## config.mk

```make
export PLATFORM = sky130hd
export DESIGN_NAME = mem_writeback_sequencer
export DESIGN_NICKNAME = d
export VERILOG_FILES = /design/src/rtl/mem_writeback_sequencer.sv
export SDC_FILE = /design/constraint.sdc
export NUM_CORES = 1
export LEC_CHECK = 0
export CORE_MARGIN = 2
export CORE_UTILIZATION = 49
export CTS_CLUSTER_SIZE = 30
export DETAILED_ROUTE_END_ITERATION = 10
export PLACE_DENSITY = 0.92
export SLEW_MARGIN = 20
export SYNTH_ARGS = -nofsm -noshare
export SYNTH_HDL_FRONTEND = slang
export SYNTH_SLANG_ARGS = --single-unit
export TNS_END_PERCENT = 30
```

## constraint.sdc

```tcl
create_clock -name clock -period 3 [get_ports clock]
set_input_delay 0.3 -clock clock [delete_from_list [all_inputs] [get_ports clock]]
set_output_delay 0.3 -clock clock [all_outputs]
set_load 0.01 [all_outputs]
```

## src/rtl/mem_writeback_sequencer.sv

```systemverilog
// Copies 1..16 consecutive data-memory words into the register file write port on a memtoreg load.
// Latency: READ_LAT+1 cycles per word; done pulses one cycle after the last write.
// No backpressure: start is ignored while a transfer runs; WB_REG0_PROTECT_EN suppresses writes to r0.
module mem_writeback_sequencer #(
   parameter int DATA_W   = 16,
   parameter int ADDR_W   = 4,
   parameter int READ_LAT = 1
) (
   input  logic              clock,
   input  logic              clear_n,
   input  logic              start,
   input  logic              memtoreg,
   input  logic              abort,
   input  logic [ADDR_W-1:0] mem_base,
   input  logic [ADDR_W-1:0] reg_base,
   input  logic [ADDR_W-1:0] len,
   output logic [ADDR_W-1:0] mem_raddr,
   input  logic [DATA_W-1:0] mem_rdata,
   output logic [DATA_W-1:0] reg_wdata,
   output logic [ADDR_W-1:0] reg_waddr,
   output logic              reg_load,
   output logic              busy,
   output logic              done
);

   localparam int LAT_W = (READ_LAT > 1) ? $clog2(READ_LAT) : 1;

   typedef enum logic [1:0] {IDLE, ADDR, WRITE, DONE} state_t;

   state_t            state, state_nxt;
   logic [ADDR_W-1:0] mem_addr, reg_addr, len_q, word_cnt;
   logic [LAT_W-1:0]  lat_cnt;
   logic              lat_last, accept, capture, advance;

   assign lat_last  = (lat_cnt == LAT_W'(READ_LAT - 1));
   assign mem_raddr = mem_addr;

   always_comb begin
      state_nxt = state;
      accept    = 1'b0;
      capture   = 1'b0;
      advance   = 1'b0;
      reg_load  = 1'b0;
      busy      = 1'b0;
      done      = 1'b0;
      case (state)
         IDLE: begin
            if (start && memtoreg) begin
               accept    = 1'b1;
               state_nxt = ADDR;
            end
         end
         ADDR: begin
            busy = 1'b1;
            if (abort) begin
               state_nxt = IDLE;
            end else if (lat_last) begin
               capture   = 1'b1;
               state_nxt = WRITE;
            end
         end
         WRITE: begin
            busy    = 1'b1;
            advance = 1'b1;
`ifdef WB_REG0_PROTECT_EN
            reg_load = (reg_waddr != '0);
`else
            reg_load = 1'b1;
`endif
            // an abort here lets the write already on the port finish
            if (abort)                  state_nxt = IDLE;
            else if (word_cnt == len_q) state_nxt = DONE;
            else                        state_nxt = ADDR;
         end
         DONE: begin
            done      = 1'b1;
            state_nxt = IDLE;
         end
         default: state_nxt = IDLE;
      endcase
   end

   always_ff @(posedge clock) begin
      if (!clear_n) state <= IDLE;
      else          state <= state_nxt;
   end

   always_ff @(posedge clock) begin
      if (!clear_n) begin
         mem_addr  <= '0;
         reg_addr  <= '0;
         len_q     <= '0;
         word_cnt  <= '0;
         lat_cnt   <= '0;
         reg_wdata <= '0;
         reg_waddr <= '0;
      end else begin
         if (accept) begin
            mem_addr <= mem_base;
            reg_addr <= reg_base;
            len_q    <= len;
            word_cnt <= '0;
         end
         // counts only while lingering in ADDR waiting for read data
         if (state == ADDR && state_nxt == ADDR) lat_cnt <= lat_cnt + LAT_W'(1);
         else                                    lat_cnt <= '0;
         if (capture) begin
            reg_wdata <= mem_rdata;
            reg_waddr <= reg_addr;
         end
         if (advance) begin
            mem_addr <= mem_addr + ADDR_W'(1);
            reg_addr <= reg_addr + ADDR_W'(1);
            word_cnt <= word_cnt + ADDR_W'(1);
         end
      end
   end

endmodule

```

==> results.md <==
- Setup Skew: 0.00460 ns
- PD cells: 553 nW/µm²
- DRT iter0 DRCs: roughly 70
- TritonRoute pass-1 iters: 4
- Most frequent cell after synthesis: nand2_1
- Setup TNS: 0 ns
- IO Pins: 60
- DRC viols: 0
- DP Wirelength: 2850 µm
- Largest net degree at the start of global routing: 40
- Mean Syn Cell Area: between 8 and 9 µm²
- Crit path capture type: primary output
- Antenna-violating nets left: 0
- Layout filler cell count: between 200 and 300
- Core area: roughly 3600 µm²
- Clock sink count: 39
- Synth Register Bits: 39
- Post-cts resize count: 0
- Post-synth top flop: dfxtp_1
- Final hold slack: between 0.4 and 0.5 ns
- Total GRT Usage: 0.208
- Asr flop ratio synth: 0
- Starting Density: 0.505
- Seq/Total Area, Yosys: 0.429
- Share of cells above drive strength 1: 0.0446
- CTS buffer count: 5
- Synth top area share: 0.429
- CTS tree: yes
- Crit Path Max Fanout: 28
- Setup violations, final: 0
- I/O Buffers: between 50 and 60
- Worst endpoint data arrival time: 2.19 ns
- Die area: around 4200 µm²
- Slew @ Worst Pin: 0.872 ns
- Clk buf depth: 2
- Synthesized net count: approximately 250
- EDFF count, synth: 0
- RSZ-0062 raised after global routing: no
- Yosys warnings: 0
- Setup Buffers After CTS: 0
- Initial antenna violation count: 0
- First-pass GRT wire length: ~6800 µm
- Gpl congestion: between 0.7 and 0.8
- Relative slew slack: 0.418
- Clock transition at path regs: about 0.07 ns
- Die H: roughly 65 µm
- Vias in the first global route: between 1,000 and 1,500
- Max-Cap Viols: 0
- Vias: 1,654
- CP cell instances: inv_1 > ha_1 > clkdlybuf4s50_1
- Post-CTS Hold Buffers: 0
- Leak: approximately 0.9 nW
- Worst endpoint required time: roughly 2.7 ns
- Htree depth: 2
- Worst Setup Path Type: flip-flop to primary output
- Mapped cell area: around 1800 µm²
- WL/cell: roughly 13 µm
- Commonest cells in the netlist: nand2_1, dfxtp_1, a21boi_0, ha_1, nor2b_1
- CP peak stage delay: ~0.74 ns
- Hold Fails Final Rpt: 0
- Skew-Pair Late Insertion Delay: 0.29 ns
- Status: finished clean
- Routed vias/inst: between 5 and 6
- Minimum clock period: roughly 2.5 ns
- Area leader, netlist: dfxtp_1
- CP Launch Type: flip-flop
- Synth cell types: 33
- N_diodes: 0
- Placed insts: 310
- Hold crit path type: flip-flop to flip-flop
- Final Core Density: 0.695
- CTS root buffer: clkbuf_8
- Critical path's slowest cell: ha_1
- Peak Freq: between 400 and 500 MHz
- Synth-to-Final Area Change: 37.8%
- DIE WIDTH: about 65 µm
- Core Rows: 22
- Final WL: 4130 µm
- Tcrit/Tclk final: 0.828
- Top post-synthesis cells by area: dfxtp_1, nand2_1, a21boi_0, ha_1, a21boi_1
- Finished Layout Cells: around 320
- Slew Viols, Final: 0
- Fin nets: 310
- VDD IR-drop max: 0.297 mV
- Post-Synthesis Cells: 213
- Gr ovfl total: 0
per-stage QoR:
| step | worst slack (ns) | instance area (µm²) | total power [mW] |
|---|---|---|---|
| 3_5_place_dp | 0.862 | 2420 | 1.04 |
| 4_1_cts | 0.533 | 2510 | 1.39 |
| 6_report | 0.515 | 2510 | 1.39 |
| 3_3_place_gp | 0.879 | 2420 | 1.02 |
| 2_1_floorplan | 1.47 | 1820 | 0.885 |
| 5_1_grt | 0.419 | 2510 | 1.46 |
final timing paths:
check	startpoint	to	slack, ns	cells past startpoint
hold / removal	reg_wdata[0]	reg_wdata[0]	0.46	2
hold reg to reg	reg_wdata[0]	reg_wdata[0]	0.46	2
setup reg to reg	state[0]	reg_addr[3]	0.90	6
setup / recovery	state[0]	reg_load	0.51	3
sequential cells by signal, indices dropped and copies added, names as in the netlist:
signal     count
mem_raddr      4
lat_cnt        1
state          2
reg_waddr      4
reg_wdata     16
len_q          4
word_cnt       4
reg_addr       4
logic make-up (layout without fill, tap and decap cells):
logic type / after synthesis / after routing / synth area share
compound gates: 54 / 54 / 0.213
xor+xnor: 4 / 4 / 0.0193
simple gates: 88 / 88 / 0.221
mux: 3 / 3 / 0.0165
buf+inv: 17 / 73 / 0.0461
flops: 39 / 39 / 0.429
fa+ha+maj: 8 / 8 / 0.0550
worst max-delay path, delay by kind of cell (launching register included):
family / cells / cell delay [ns]
buf+inv: 2 / 0.80
flops: 1 / 0.36
fa+ha+maj: 1 / 0.74
layout make-up:
| type | count | area, µm² | area share |
|---|---|---|---|
| clock buffers | 6 | 82.6 | 0.0329 |
| clock inverters | 1 | 5.00 | 0.00200 |
| flip-flops and latches | 39 | 781 | 0.311 |
| repair buffers | 61 | 606 | 0.242 |
| well taps | 48 | 60.1 | 0.0240 |
| inverters | 5 | 18.8 | 0.00749 |
| multi-input cells | 157 | 955 | 0.381 |
per-layer routing:
| layer | GRT usage | vias to the layer above | share of wire |
|---|---|---|---|
| li1 | - | 830 | - |
| met1 | 0.248 | 770 | 0.44 |
| met2 | 0.354 | 45 | 0.49 |
| met3 | 0.0469 | 9 | 0.051 |
| met4 | 0.0931 | 0 | 0.020 |
| met5 | 0 | - | 0 |
power by group:
group          leakage, nW  switching [mW]  internal [mW]
clock               0.0470           0.175          0.180
sequential           0.316          0.0460          0.567
combinational        0.557           0.207          0.213
cells in the final DEF, fill, tap and decap left out, drive strengths merged, types with 2 or more instances in the layout:
cell,count
clkdlybuf4s50,59
nand2,55
dfxtp,39
a21boi,28
nor2b,8
ha,8
o21ai,8
nor2,7
nand3,6
clkbuf,6
inv,5
a21oi,5
and2,4
xnor2,4
and3,3
mux2i,3
a211o,2
o22ai,2
a21o,2
nor3b,2
a221oi,2
buf,2
Power figures use the tool's default switching activity.
